### config.mk
export PLATFORM = sky130hd
export DESIGN_NAME = l2_mem_responder
export DESIGN_NICKNAME = d
export VERILOG_FILES = /design/src/rtl/l2_mem_responder.sv
export SDC_FILE = /design/constraint.sdc
export NUM_CORES = 1
export LEC_CHECK = 0
export ABC_CLOCK_PERIOD_IN_PS = 13300
export CORE_MARGIN = 2
export CORE_UTILIZATION = 30
export CTS_CLUSTER_SIZE = 16
export DETAILED_ROUTE_END_ITERATION = 6
export GPL_ROUTABILITY_DRIVEN = 1
export GPL_TIMING_DRIVEN = 0
export MAX_ROUTING_LAYER = met4
export SYNTH_ARGS = -nofsm -noshare
export SYNTH_HDL_FRONTEND = slang
export SYNTH_SLANG_ARGS = --single-unit
### constraint.sdc
create_clock -name clk -period 13.3 [get_ports clk]
set_input_delay 1.995 -clock clk [delete_from_list [all_inputs] [get_ports clk]]
set_output_delay 1.995 -clock clk [all_outputs]
set_load 0.05 [all_outputs]
### src/rtl/l2_mem_responder.sv
// rtl/l2_mem_responder.sv - L2 memory responder: request queue, range check, backing-store dispatch, tagged responses
module l2_mem_responder #(
  parameter int QDEPTH         = 4,
  parameter int ADDR_LIMIT     = 1 << 20,
  parameter int MEM_ADDR_BITS  = 26,
  parameter int MEM_DATA_BITS  = 128,
  parameter int MEM_L2TAG_BITS = 5
) (
  input  logic                      clk,
  input  logic                      reset_n,
  input  logic                      mem_req_val,
  output logic                      mem_req_rdy,
  input  logic [1:0]                mem_req_rw,
  input  logic [MEM_ADDR_BITS-1:0]  mem_req_addr,
  input  logic [MEM_DATA_BITS-1:0]  mem_req_data,
  input  logic [MEM_L2TAG_BITS-1:0] mem_req_tag,
  output logic                      mem_resp_val,
  output logic                      mem_resp_nack,
  output logic [MEM_DATA_BITS-1:0]  mem_resp_data,
  output logic [MEM_L2TAG_BITS-1:0] mem_resp_tag,
  output logic                      back_req_val,
  input  logic                      back_req_rdy,
  output logic                      back_req_rw,
  output logic [MEM_ADDR_BITS-1:0]  back_req_addr,
  output logic [MEM_DATA_BITS-1:0]  back_req_data,
  input  logic                      back_resp_val,
  input  logic [MEM_DATA_BITS-1:0]  back_resp_data
);

  localparam int PW = (QDEPTH > 1) ? $clog2(QDEPTH) : 1;
  localparam int CW = PW + 1;
  localparam logic [CW-1:0] FULL    = CW'(QDEPTH);
  localparam logic [PW-1:0] PTR_ONE = PW'(1);
  localparam logic [CW-1:0] CNT_ONE = CW'(1);
  localparam logic [63:0]   LIMIT   = 64'(ADDR_LIMIT);

  // Request queue storage; the source (HTIF) bit has no effect on ordering or routing
  logic                      rq_wr   [QDEPTH];
  logic [MEM_ADDR_BITS-1:0]  rq_addr [QDEPTH];
  logic [MEM_DATA_BITS-1:0]  rq_data [QDEPTH];
  logic [MEM_L2TAG_BITS-1:0] rq_tag  [QDEPTH];
  logic [PW-1:0]             rq_wr_ptr, rq_rd_ptr;
  logic [CW-1:0]             rq_count;

  // Pending-read tag queue, popped in backend return order
  logic [MEM_L2TAG_BITS-1:0] tq_tag [QDEPTH];
  logic [PW-1:0]             tq_wr_ptr, tq_rd_ptr;
  logic [CW-1:0]             tq_count;

  logic unused_htif;
  assign unused_htif = mem_req_rw[1];

  logic rq_nonempty, tq_nonempty, tq_full, head_oor, head_read;
  logic rq_push, rq_pop, tq_push, tq_pop, dispatch, resp_fire, nack_pop;

  assign rq_nonempty = (rq_count != '0);
  assign tq_nonempty = (tq_count != '0);
  assign tq_full     = (tq_count == FULL);
  assign head_oor    = (64'(rq_addr[rq_rd_ptr]) >= LIMIT);
  assign head_read   = ~rq_wr[rq_rd_ptr];

  assign mem_req_rdy   = (rq_count != FULL);
  assign back_req_val  = rq_nonempty & ~head_oor & ~(head_read & tq_full);
  assign back_req_rw   = rq_wr[rq_rd_ptr];
  assign back_req_addr = rq_addr[rq_rd_ptr];
  assign back_req_data = rq_data[rq_rd_ptr];

  // A backend return takes the response slot; an out-of-range head waits for a free cycle
  assign rq_push   = mem_req_val & mem_req_rdy;
  assign dispatch  = back_req_val & back_req_rdy;
  assign resp_fire = back_resp_val & tq_nonempty;
  assign nack_pop  = rq_nonempty & head_oor & ~resp_fire;
  assign rq_pop    = dispatch | nack_pop;
  assign tq_push   = dispatch & head_read;
  assign tq_pop    = resp_fire;

  // Capture accepted requests into the request queue
  always_ff @(posedge clk) begin
    if (rq_push) begin
      rq_wr[rq_wr_ptr]   <= mem_req_rw[0];
      rq_addr[rq_wr_ptr] <= mem_req_addr;
      rq_data[rq_wr_ptr] <= mem_req_data;
      rq_tag[rq_wr_ptr]  <= mem_req_tag;
    end
  end

  // Record the tag of each read handed to the backend
  always_ff @(posedge clk) begin
    if (tq_push) tq_tag[tq_wr_ptr] <= rq_tag[rq_rd_ptr];
  end

  // Queue pointers and occupancy; simultaneous push and pop leave the count unchanged
  always_ff @(posedge clk or negedge reset_n) begin
    if (!reset_n) begin
      rq_wr_ptr <= '0;
      rq_rd_ptr <= '0;
      rq_count  <= '0;
      tq_wr_ptr <= '0;
      tq_rd_ptr <= '0;
      tq_count  <= '0;
    end else begin
      if (rq_push) rq_wr_ptr <= rq_wr_ptr + PTR_ONE;
      if (rq_pop)  rq_rd_ptr <= rq_rd_ptr + PTR_ONE;
      if (rq_push && !rq_pop)      rq_count <= rq_count + CNT_ONE;
      else if (!rq_push && rq_pop) rq_count <= rq_count - CNT_ONE;
      if (tq_push) tq_wr_ptr <= tq_wr_ptr + PTR_ONE;
      if (tq_pop)  tq_rd_ptr <= tq_rd_ptr + PTR_ONE;
      if (tq_push && !tq_pop)      tq_count <= tq_count + CNT_ONE;
      else if (!tq_push && tq_pop) tq_count <= tq_count - CNT_ONE;
    end
  end

  // Registered single-cycle response: backend data or a refusal of an out-of-range request
  always_ff @(posedge clk or negedge reset_n) begin
    if (!reset_n) begin
      mem_resp_val  <= 1'b0;
      mem_resp_nack <= 1'b0;
      mem_resp_data <= '0;
      mem_resp_tag  <= '0;
    end else begin
      mem_resp_val  <= resp_fire | nack_pop;
      mem_resp_nack <= nack_pop;
      if (resp_fire) begin
        mem_resp_data <= back_resp_data;
        mem_resp_tag  <= tq_tag[tq_rd_ptr];
      end else if (nack_pop) begin
        mem_resp_data <= '0;
        mem_resp_tag  <= rq_tag[rq_rd_ptr];
      end
    end
  end

endmodule

### After elaboration in Yosys (flattened, before gate mapping)

Memories as Yosys holds them, arrays and structs flattened.
Cells that the tools add are included.

| cells by class | value |
|---|---|
| bitwise operators | 15 |
| reduce and logical (&&, ||, !) cells | 13 |
| magnitude comparators | 1 |
| multiplexer cells | 12 |
| $add $sub $neg | 8 |
| equal/unequal tests | 2 |

Operators by type and width:

| kind | number |
|---|---|
| 128-bit 2-to-1 mux | 2 |
| 26-bit by 21-bit greater-or-equal comparator with 1-bit output (second input constant) | 1 |
| 3-bit 2-to-1 mux | 4 |
| 5-bit 2-to-1 mux | 2 |
| 1-bit bitwise AND | 9 |
| 2-bit by 1-bit adder with 2-bit output (second input constant) | 4 |
| 3-bit by 1-bit adder with 3-bit output (second input constant) | 2 |
| 2-bit nonzero test | 3 |
| 3-bit nonzero test | 2 |
| 3-bit by 1-bit subtractor with 3-bit output (second input constant) | 2 |
| 1-bit logical AND | 4 |
| 1-bit logical NOT | 4 |
| 1-bit 2-to-1 mux | 4 |
| 1-bit NOT | 4 |
| 3-bit == test (second input constant) | 1 |
| 3-bit != test (second input constant) | 1 |
| 1-bit bitwise OR | 2 |

| storage, ports and cells | value |
|---|---|
| output and inout port bits | 292 |
| memories | 5 |
| memory bits (writable) | 660 |
| register bits | 149 |
| word-level logic and storage cells | 66 |
| input port bits | 294 |

Memory list:

| memory | words | bits a word | rd ports | clocked after Yosys merged registers in | wr ports | RTL line | source |
|---|---|---|---|---|---|---|---|
| rq_data | 4 | 128 | 1 | 0 | 1 | 40 | `logic [MEM_DATA_BITS-1:0] rq_data [QDEPTH];` |
| rq_addr | 4 | 26 | 1 | 0 | 1 | 39 | `logic [MEM_ADDR_BITS-1:0] rq_addr [QDEPTH];` |
| rq_tag | 4 | 5 | 1 | 0 | 1 | 41 | `logic [MEM_L2TAG_BITS-1:0] rq_tag [QDEPTH];` |
| tq_tag | 4 | 5 | 1 | 0 | 1 | 46 | `logic [MEM_L2TAG_BITS-1:0] tq_tag [QDEPTH];` |
| rq_wr | 4 | 1 | 1 | 0 | 1 | 38 | `logic rq_wr [QDEPTH];` |

### Longest topological paths before layout

Gate-level depths: netlist of the first run.
An unclocked memory read counts as a cell.

| logic depth | value |
|---|---|
| depth in word-level cells | 11 |
| depth in mapped cells | 12 |
| gate-level depth less buffers | 10 |

### Least setup slack after synthesis of the first run

No wires, ideal clock.

| path | value |
|---|---|
| path kind | in2reg |
| from | input port mem_req_val |
| to | memory rq_addr[3][0] (enable) |
| stages on the path | 1 |
| slack | 7.047 ns |
| path buffers | 0 |
| arrival | 5.713 ns |
| setup time | 0.540 ns |
| path through | and3_1 |

| on the way | value |
|---|---|
| cells in the longest elaborated chain, start to end | 3 |

RTL lines:

| item | RTL line | source |
|---|---|---|
| from (decl) | 11 | `input logic mem_req_val,` |
| 1-bit bitwise AND | 69 | `assign rq_push = mem_req_val & mem_req_rdy;` |
| 1-bit 2-to-1 mux | 79 | `if (rq_push) begin` |
| 1-bit 2-to-1 mux (implied by the code) | 81 | `rq_addr[rq_wr_ptr] <= mem_req_addr;` |
| to (decl) | 39 |  |

No other way between the ends.

### Worst setup path in the final report of the first run

| path | value |
|---|---|
| from | register rq_rd_ptr[1] |
| to | output port back_req_data[59] |

| on the way | value |
|---|---|
| cells in the longest elaborated chain, start to end | 1 |

RTL lines:

| item | RTL line | source |
|---|---|---|
| from (decl) | 42 | `logic [PW-1:0] rq_wr_ptr, rq_rd_ptr;` |
| from (signal assigned) | 103 | `if (rq_pop) rq_rd_ptr <= rq_rd_ptr + PTR_ONE;` |
| memory read 4 x 128 bit | - |  |
| to (decl) | 25 | `output logic [MEM_DATA_BITS-1:0] back_req_data,` |

No other way between the ends.

==> summary.txt, run 1 <==
Routing
  – 1st-iter DRT viols: 907
  – Average vias per placed instance: 4.63
  – First-pass iteration count of the detailed router: 5
  – Total routed wirelength: 81700 microns
  – Post-detailed-route wirelength per cell: 24.6 microns
  – Number of DRC violations after detailed routing: 0
  – Number of vias after detailed routing: 15400
  – DRT antenna net count: 0

Clocking
  – TritonCTS Sinks: 809
  – Post-CTS Hold Buffers: 0
  – TritonCTS clock tree: built
  – Number of buffers inserted during clock tree synthesis: 87
  – Max H-tree Level: 3
  – Clock latency on the worst-skew pair: 0.65 ns
  – Clock transition time at the flip-flop clock pins of the worst setup and hold paths: 0.05 ns
  – Clk buf depth: 3
  – Post-cts repair resize count: 0
  – Clk root buf: sky130_fd_sc_hd__clkbuf_16
  – Post-CTS Setup Inserts: 0

STA
  – Hold WS: 0.497 ns
  – Pins over their slew limit: 0
  – Total negative slack: 0 ns
  – RSZ-0062 raised after global routing: false
  – Final worst-path cycle share: 0.519
  – Min Clock Period, post-route: 6.91 ns
  – Max Fclk: 145 MHz
  – Relative slew slack: 0.262
  – Final Setup Violations: 0
  – Number of hold-slack violations in the final timing report: 0
  – Worst clock skew: 0.0214 ns
  – Worst-Margin Slew: 1.11 ns

Critical path
  – Element type at the critical path start: flop
  – Type of destination of the critical path: output pin
  – Data required, critical path: 11.31 ns
  – Largest fanout on the critical path: 11
  – Arrival time at the worst endpoint: 4.91 ns
  – Classification of the worst setup path: flop to output pin

Die
  – Cell Rows: 114
  – Vertical die dimension: 317 microns
  – Die Outline Area: 101000 sq um
  – Number of top-level pins: 586
  – Die width: 317 microns
  – Initial Utilization: 0.304
  – Core footprint: 96900 sq um

Hold path
  – Worst min path class: flop to flop

Yosys
  – Warnings, synthesis: 0
  – Synthesized area divided by synthesized cell count: 23.3 sq um
  – Asr flop ratio synth: 0.184
  – Fraction of the yosys area taken by sequential cells: 0.801
  – Dominant register cell in the synthesized netlist: sky130_fd_sc_hd__edfxtp_1
  – Biggest area contributors in the synthesized netlist: sky130_fd_sc_hd__edfxtp_1 (67%), sky130_fd_sc_hd__dfrtp_1 (13%), sky130_fd_sc_hd__mux4_2 (13%)
  – Synthesized area: 29400 sq um
  – Share of the synthesized area in the top cell type: 0.674
  – Total of flip-flops plus latches after synthesis: 809
  – Cell count after synthesis: 1261
  – Count of flip-flops with a built-in enable after synthesis: 660
  – Number of distinct library cells after synthesis: 38
  – Syn Nets: 1567
  – Synth area leader: sky130_fd_sc_hd__edfxtp_1

Cells and area
  – Ratio of cells with drive above 1 in the final layout: 0.168
  – Number of standard cells in the final layout excluding fillers: 3316
  – Area overhead of the layout relative to synthesis: 36.6%
  – Number of nets in the layout: 2253

Placed design
  – Placed wire-length estimate after detailed placement: 57100 microns
  – Gpl congestion: 0.822
  – Inst Count DP: 3134
  – IO Port Bufs: 584

Pwr
  – Leak pwr: 0.0137 uW
  – IR drop worst, VDD: 0.163 mV
  – Power Density: 252 nW/um^2
  – Overall power: 10100 uW

Global route
  – Global-route wire length before repair: 115000 microns
  – GRT Residual Overflow: 0
  – Initial antenna violation count: 18
  – Total global-route track usage: 0.164
  – Maximum number of pins on one net before global-route repair: 98
  – Number of global-route vias before repair: 16600

Flow run
  – Number of maximum-capacitance violations: 0

Status
  – Status: completed
-- layout make-up --
type,count,area (sq um)
multi-input combinational,375,5470
tap,1276,1600
inverter,9,33.8
fill,8498,56700
buffer,68,369
clock buffer,118,2420
sequential,809,23500
clock inverter,44,454
timing repair buffer,597,6200
antenna,20,50.0
-- Yosys cell counts, drive strengths merged (2+ instances only) --
master and instances:
fa 2, clkbuf 29, and3 4, mux4 165, xor2 5, edfxtp 660
a22o 128, a21oi 11, nand2 9, dfrtp 149, xnor2 7, and2 7
ha 10, inv 8, buf 39, nor2 12, mux2 3
-- worst paths after layout --
path	start	depth (start not counted)	slack, ns	to
worst max register to register	tq_count[1]	10	9.71	rq_count[2]
worst max-delay path	rq_rd_ptr[1]	6	6.39	back_req_data[59]
worst min-delay path	mem_resp_data[17]	1	0.50	mem_resp_data[17]
max in group asynchronous	reset_n	2	11.06	mem_resp_data[80]
min in group asynchronous	reset_n	1	1.30	mem_resp_nack
worst min register to register	mem_resp_data[17]	1	0.50	mem_resp_data[17]
-- per-layer routing --
layer  up-vias  part of all wire  wire (microns)  GRT usage
met5         -                 0               0          -
met4         0             0.038            3080     0.0693
met3       123             0.091            7450     0.0607
met2       571              0.51           41700      0.279
met1      7943              0.36           29400      0.169
li1       6726                 -               -          -
-- stage by stage --
stage | cell area [sq um] | utilization | setup slack (ns)
finish | 40200 | 0.415 | 6.39
global route | 40100 | 0.415 | 6.02
CTS | 40100 | 0.414 | 6.10
detailed placement | 37200 | 0.384 | 6.84
global placement | 36800 | 0.380 | 2.96
floorplan | 29400 | - | 7.05
-- critical path: stages, from the launching register on --
cell,delay [ns]
sky130_fd_sc_hd__dfrtp_1,0.31
sky130_fd_sc_hd__buf_2,0.26
sky130_fd_sc_hd__buf_1,0.85
sky130_fd_sc_hd__clkbuf_1,0.80
sky130_fd_sc_hd__clkbuf_1,0.59
sky130_fd_sc_hd__mux4_2,0.32
sky130_fd_sc_hd__clkdlybuf4s50_1,1.08
-- registers in the layout, indices dropped and copies added (netlist names), 3 cells and up --
signal and count:
rq_data 512, rq_tag 20, tq_tag 20, tq_count 3
rq_addr 104, rq_count 3, mem_resp_data 128, mem_resp_tag 5
rq_wr 4
-- cells in the final DEF (no fill, tap or decap), types with 3 or more instances in the layout --
cell type / synthesis / final
sky130_fd_sc_hd__a21oi_1: 10 / 10
sky130_fd_sc_hd__a22o_1: 128 / 128
sky130_fd_sc_hd__and2_1: 5 / 5
sky130_fd_sc_hd__and3_4: 0 / 4
sky130_fd_sc_hd__buf_1: 18 / 18
sky130_fd_sc_hd__buf_16: 0 / 13
sky130_fd_sc_hd__buf_2: 6 / 6
sky130_fd_sc_hd__buf_6: 13 / 14
sky130_fd_sc_hd__bufinv_16: 0 / 7
sky130_fd_sc_hd__clkbuf_1: 29 / 48
sky130_fd_sc_hd__clkbuf_16: 0 / 90
sky130_fd_sc_hd__clkbuf_8: 0 / 6
sky130_fd_sc_hd__clkdlybuf4s50_1: 0 / 583
sky130_fd_sc_hd__clkinv_1: 1 / 14
sky130_fd_sc_hd__clkinv_2: 0 / 13
sky130_fd_sc_hd__clkinvlp_4: 0 / 3
sky130_fd_sc_hd__dfrtp_1: 149 / 149
sky130_fd_sc_hd__diode_2: 0 / 20
sky130_fd_sc_hd__edfxtp_1: 660 / 660
sky130_fd_sc_hd__ha_1: 10 / 10
sky130_fd_sc_hd__inv_1: 8 / 8
sky130_fd_sc_hd__mux4_2: 165 / 165
sky130_fd_sc_hd__nand2_1: 9 / 9
sky130_fd_sc_hd__nor2_1: 11 / 11
sky130_fd_sc_hd__xnor2_1: 7 / 7
sky130_fd_sc_hd__xor2_1: 5 / 5
-- cell families (layout without fill, tap and decap cells) --
family,after synthesis,in the layout,synth area share
other cells,0,20,0
flops,809,809,0.801
compound gates,145,145,0.0417
simple gates,37,37,0.00672
buf+inv,77,836,0.0137
fa+ha+maj,12,12,0.00562
xor+xnor,12,12,0.00357
mux,169,169,0.128
-- where the power goes --
group	total (uW)	switching (uW)	internal, uW	leakage (uW)
clock network	2410	984	1420	0.00141
registers	3470	167	3300	0.00795
logic	4240	2750	1490	0.00434
Note: power is estimated with default switching activity, not from simulation.
==> run 2: changes to the inputs <==
ABC_CLOCK_PERIOD_IN_PS = 5700   (was 13300)
clock period = 5.7 ns   (was 13.3 ns; I/O delays follow)
==> summary.txt, run 2 (same netlist as run 1, synthesis figures left out) <==
Status
  – Status: completed

Placed design
  – Inst Count DP: 3134 (unchanged)
  – Gpl congestion: 0.822 (unchanged)
  – Placed wire-length estimate after detailed placement: 57100 microns (unchanged)
  – Pre-CTS worst setup slack: 0.382 ns (-6.46 ns)
  – IO Port Bufs: 584 (unchanged)

Die
  – Vertical die dimension: 317 microns (unchanged)
  – Number of top-level pins: 586 (unchanged)
  – Initial Utilization: 0.304 (unchanged)
  – Die Outline Area: 101000 sq um (unchanged)
  – Cell Rows: 114 (unchanged)
  – Die width: 317 microns (unchanged)
  – Core footprint: 96900 sq um (unchanged)

Flow run
  – Number of maximum-capacitance violations: 0 (unchanged)

Critical path
  – Largest fanout on the critical path: 10 (-1)
  – Data required, critical path: 4.85 ns (-6.46 ns)
  – Reg-to-Reg End: rq_count[2]
  – Element type at the critical path start: flop
  – Classification of the worst setup path: flop to output pin
  – R2r startpoint: tq_count[1]
  – Type of destination of the critical path: output pin
  – Arrival time at the worst endpoint: 4.12 ns (-0.79 ns)
  – Worst reg2reg setup slack: 2.09 ns (-7.62 ns)
  – Count of cells along the worst register-to-register path: 10 (unchanged)

Cells and area
  – Number of standard cells in the final layout excluding fillers: 3315 (-0.030%)
  – Number of nets in the layout: 2252 (-0.044%)
  – Most frequent cells in the layout: sky130_fd_sc_hd__edfxtp_1 (660), sky130_fd_sc_hd__clkdlybuf4s50_1 (583), sky130_fd_sc_hd__mux4_2 (165)
  – Area overhead of the layout relative to synthesis: 36.6% (about the same)
  – Most common cell after layout, fill and taps aside: sky130_fd_sc_hd__edfxtp_1
  – Max reg flops: 512 (unchanged)
  – Filler instances: 8497 (-0.012%)
  – Ratio of cells with drive above 1 in the final layout: 0.169 (+0.000579)
  – Largest register by flop count: rq_data
  – Biggest regs: rq_data (512), mem_resp_data (128), rq_addr (104)

Global route
  – Number of global-route vias before repair: 16600 (-0.060%)
  – Initial antenna violation count: 18 (unchanged)
  – Global-route wire length before repair: 115000 microns (about the same)
  – Maximum number of pins on one net before global-route repair: 98 (unchanged)
  – Total global-route track usage: 0.163 (-0.000177)
  – GRT Residual Overflow: 0 (unchanged)

STA
  – Final worst-path cycle share: 0.873
  – Pins over their slew limit: 0 (unchanged)
  – Worst clock skew: 0.0240 ns (+0.00261 ns)
  – Post-route worst setup slack: 0.726 ns (-5.67 ns)
  – Number of hold-slack violations in the final timing report: 0 (unchanged)
  – Final Setup Violations: 0 (unchanged)
  – Min Clock Period, post-route: 4.97 ns
  – RSZ-0062 raised after global routing: false
  – Relative slew slack: 0.358 (+0.0965)
  – Worst-Margin Slew: 0.963 ns (-0.145 ns)
  – Hold WS: 0.163 ns (-0.335 ns)
  – Max Fclk: 201 MHz
  – Total negative slack: 0 ns (unchanged)

Routing
  – Post-detailed-route wirelength per cell: 24.6 microns (-0.11%)
  – Number of vias after detailed routing: 15300 (-0.14%)
  – Average vias per placed instance: 4.63 (-0.11%)
  – First-pass iteration count of the detailed router: 5 (unchanged)
  – Number of DRC violations after detailed routing: 0 (unchanged)
  – Total routed wirelength: 81600 microns (-0.14%)
  – DRT antenna net count: 0 (unchanged)
  – 1st-iter DRT viols: 916 (+0.99%)

Pwr
  – Leak pwr: 0.0137 uW (about the same)
  – Power Density: 588 nW/um^2 (+130%)
  – IR drop worst, VDD: 0.381 mV (+130%)
  – Overall power: 23600 uW (+130%)

Clocking
  – TritonCTS clock tree: built
  – Post-CTS Setup Inserts: 0 (unchanged)
  – Clk buf depth: 3 (unchanged)
  – Clock latency on the worst-skew pair: 0.65 ns (about the same)
  – Clock transition time at the flip-flop clock pins of the worst setup and hold paths: 0.06 ns (about the same)
  – Number of buffers inserted during clock tree synthesis: 87 (unchanged)
  – Max H-tree Level: 3 (unchanged)
  – TritonCTS Sinks: 809 (unchanged)
  – Post-CTS Hold Buffers: 0 (unchanged)
  – Clk root buf: sky130_fd_sc_hd__clkbuf_16

Hold path
  – Worst min path class: primary input to asynchronous set/reset pin
==> run 2: repair_timing <==
action                                  CTS  global route
resized for setup                         1             0
hold endpoints to repair                  0             0
endpoints found under the setup margin   69             0
==> run 2: routing by layer <==
| metal | vias to the layer above | wire length [microns] | part of all wire | global-route usage |
|---|---|---|---|---|
| li1 | 6723 | - | - | - |
| met1 | 7928 | 29500 | 0.36 | 0.170 |
| met2 | 566 | 41600 | 0.51 | 0.279 |
| met3 | 125 | 7470 | 0.092 | 0.0606 |
| met4 | 0 | 3030 | 0.037 | 0.0675 |
| met5 | - | 0 | 0 | - |
==> run 2: how the worst max path moves through the flow <==
stage / startpoint / end / slack (ns)
floorplan: rq_count[0] / rq_addr[0][0] / 0.46
global placement: mem_req_val / rq_data[1][105] / -3.50
detailed placement: rq_rd_ptr[1] / back_req_data[59] / 0.38
CTS: rq_rd_ptr[0] / back_req_data[60] / 0.41
global route: rq_rd_ptr[0] / back_req_data[72] / 0.32
finish: rq_rd_ptr[0] / back_req_data[72] / 0.73
==> run 2: final cells by class <==
type / instances / area (sq um) / area share
inverter: 9 / 33.8 / 0.000841
antenna: 20 / 50.0 / 0.00125
tap: 1276 / 1600 / 0.0398
clock inverter: 44 / 454 / 0.0113
timing repair buffer: 597 / 6200 / 0.155
clock buffer: 118 / 2420 / 0.0604
multi-input combinational: 375 / 5470 / 0.136
buffer: 67 / 367 / 0.00913
sequential: 809 / 23500 / 0.586
==> run 2: where the power goes <==
group          switching (uW)  internal [uW]
Combinational            6410           3490
Sequential                389           7710
Clock                    2300           3320
Total                    9100          14500
==> run 2: through the flow <==
| stage | cell area, sq um | utilization |
|---|---|---|
| 6_report | 40200 | 0.415 |
| 2_1_floorplan | 29400 | - |
| 5_1_grt | 40100 | 0.415 |
| 3_5_place_dp | 37200 | 0.384 |
| 3_3_place_gp | 36800 | 0.380 |
| 4_1_cts | 40100 | 0.414 |
==> run 2: worst max-delay path, cell delays in order, from the launching register on <==
cell and delay [ns]:
sky130_fd_sc_hd__dfrtp_1 0.35, sky130_fd_sc_hd__buf_6 0.21, sky130_fd_sc_hd__clkbuf_1 0.70, sky130_fd_sc_hd__buf_1 0.79
sky130_fd_sc_hd__mux4_2 0.62, sky130_fd_sc_hd__clkdlybuf4s50_1 0.78
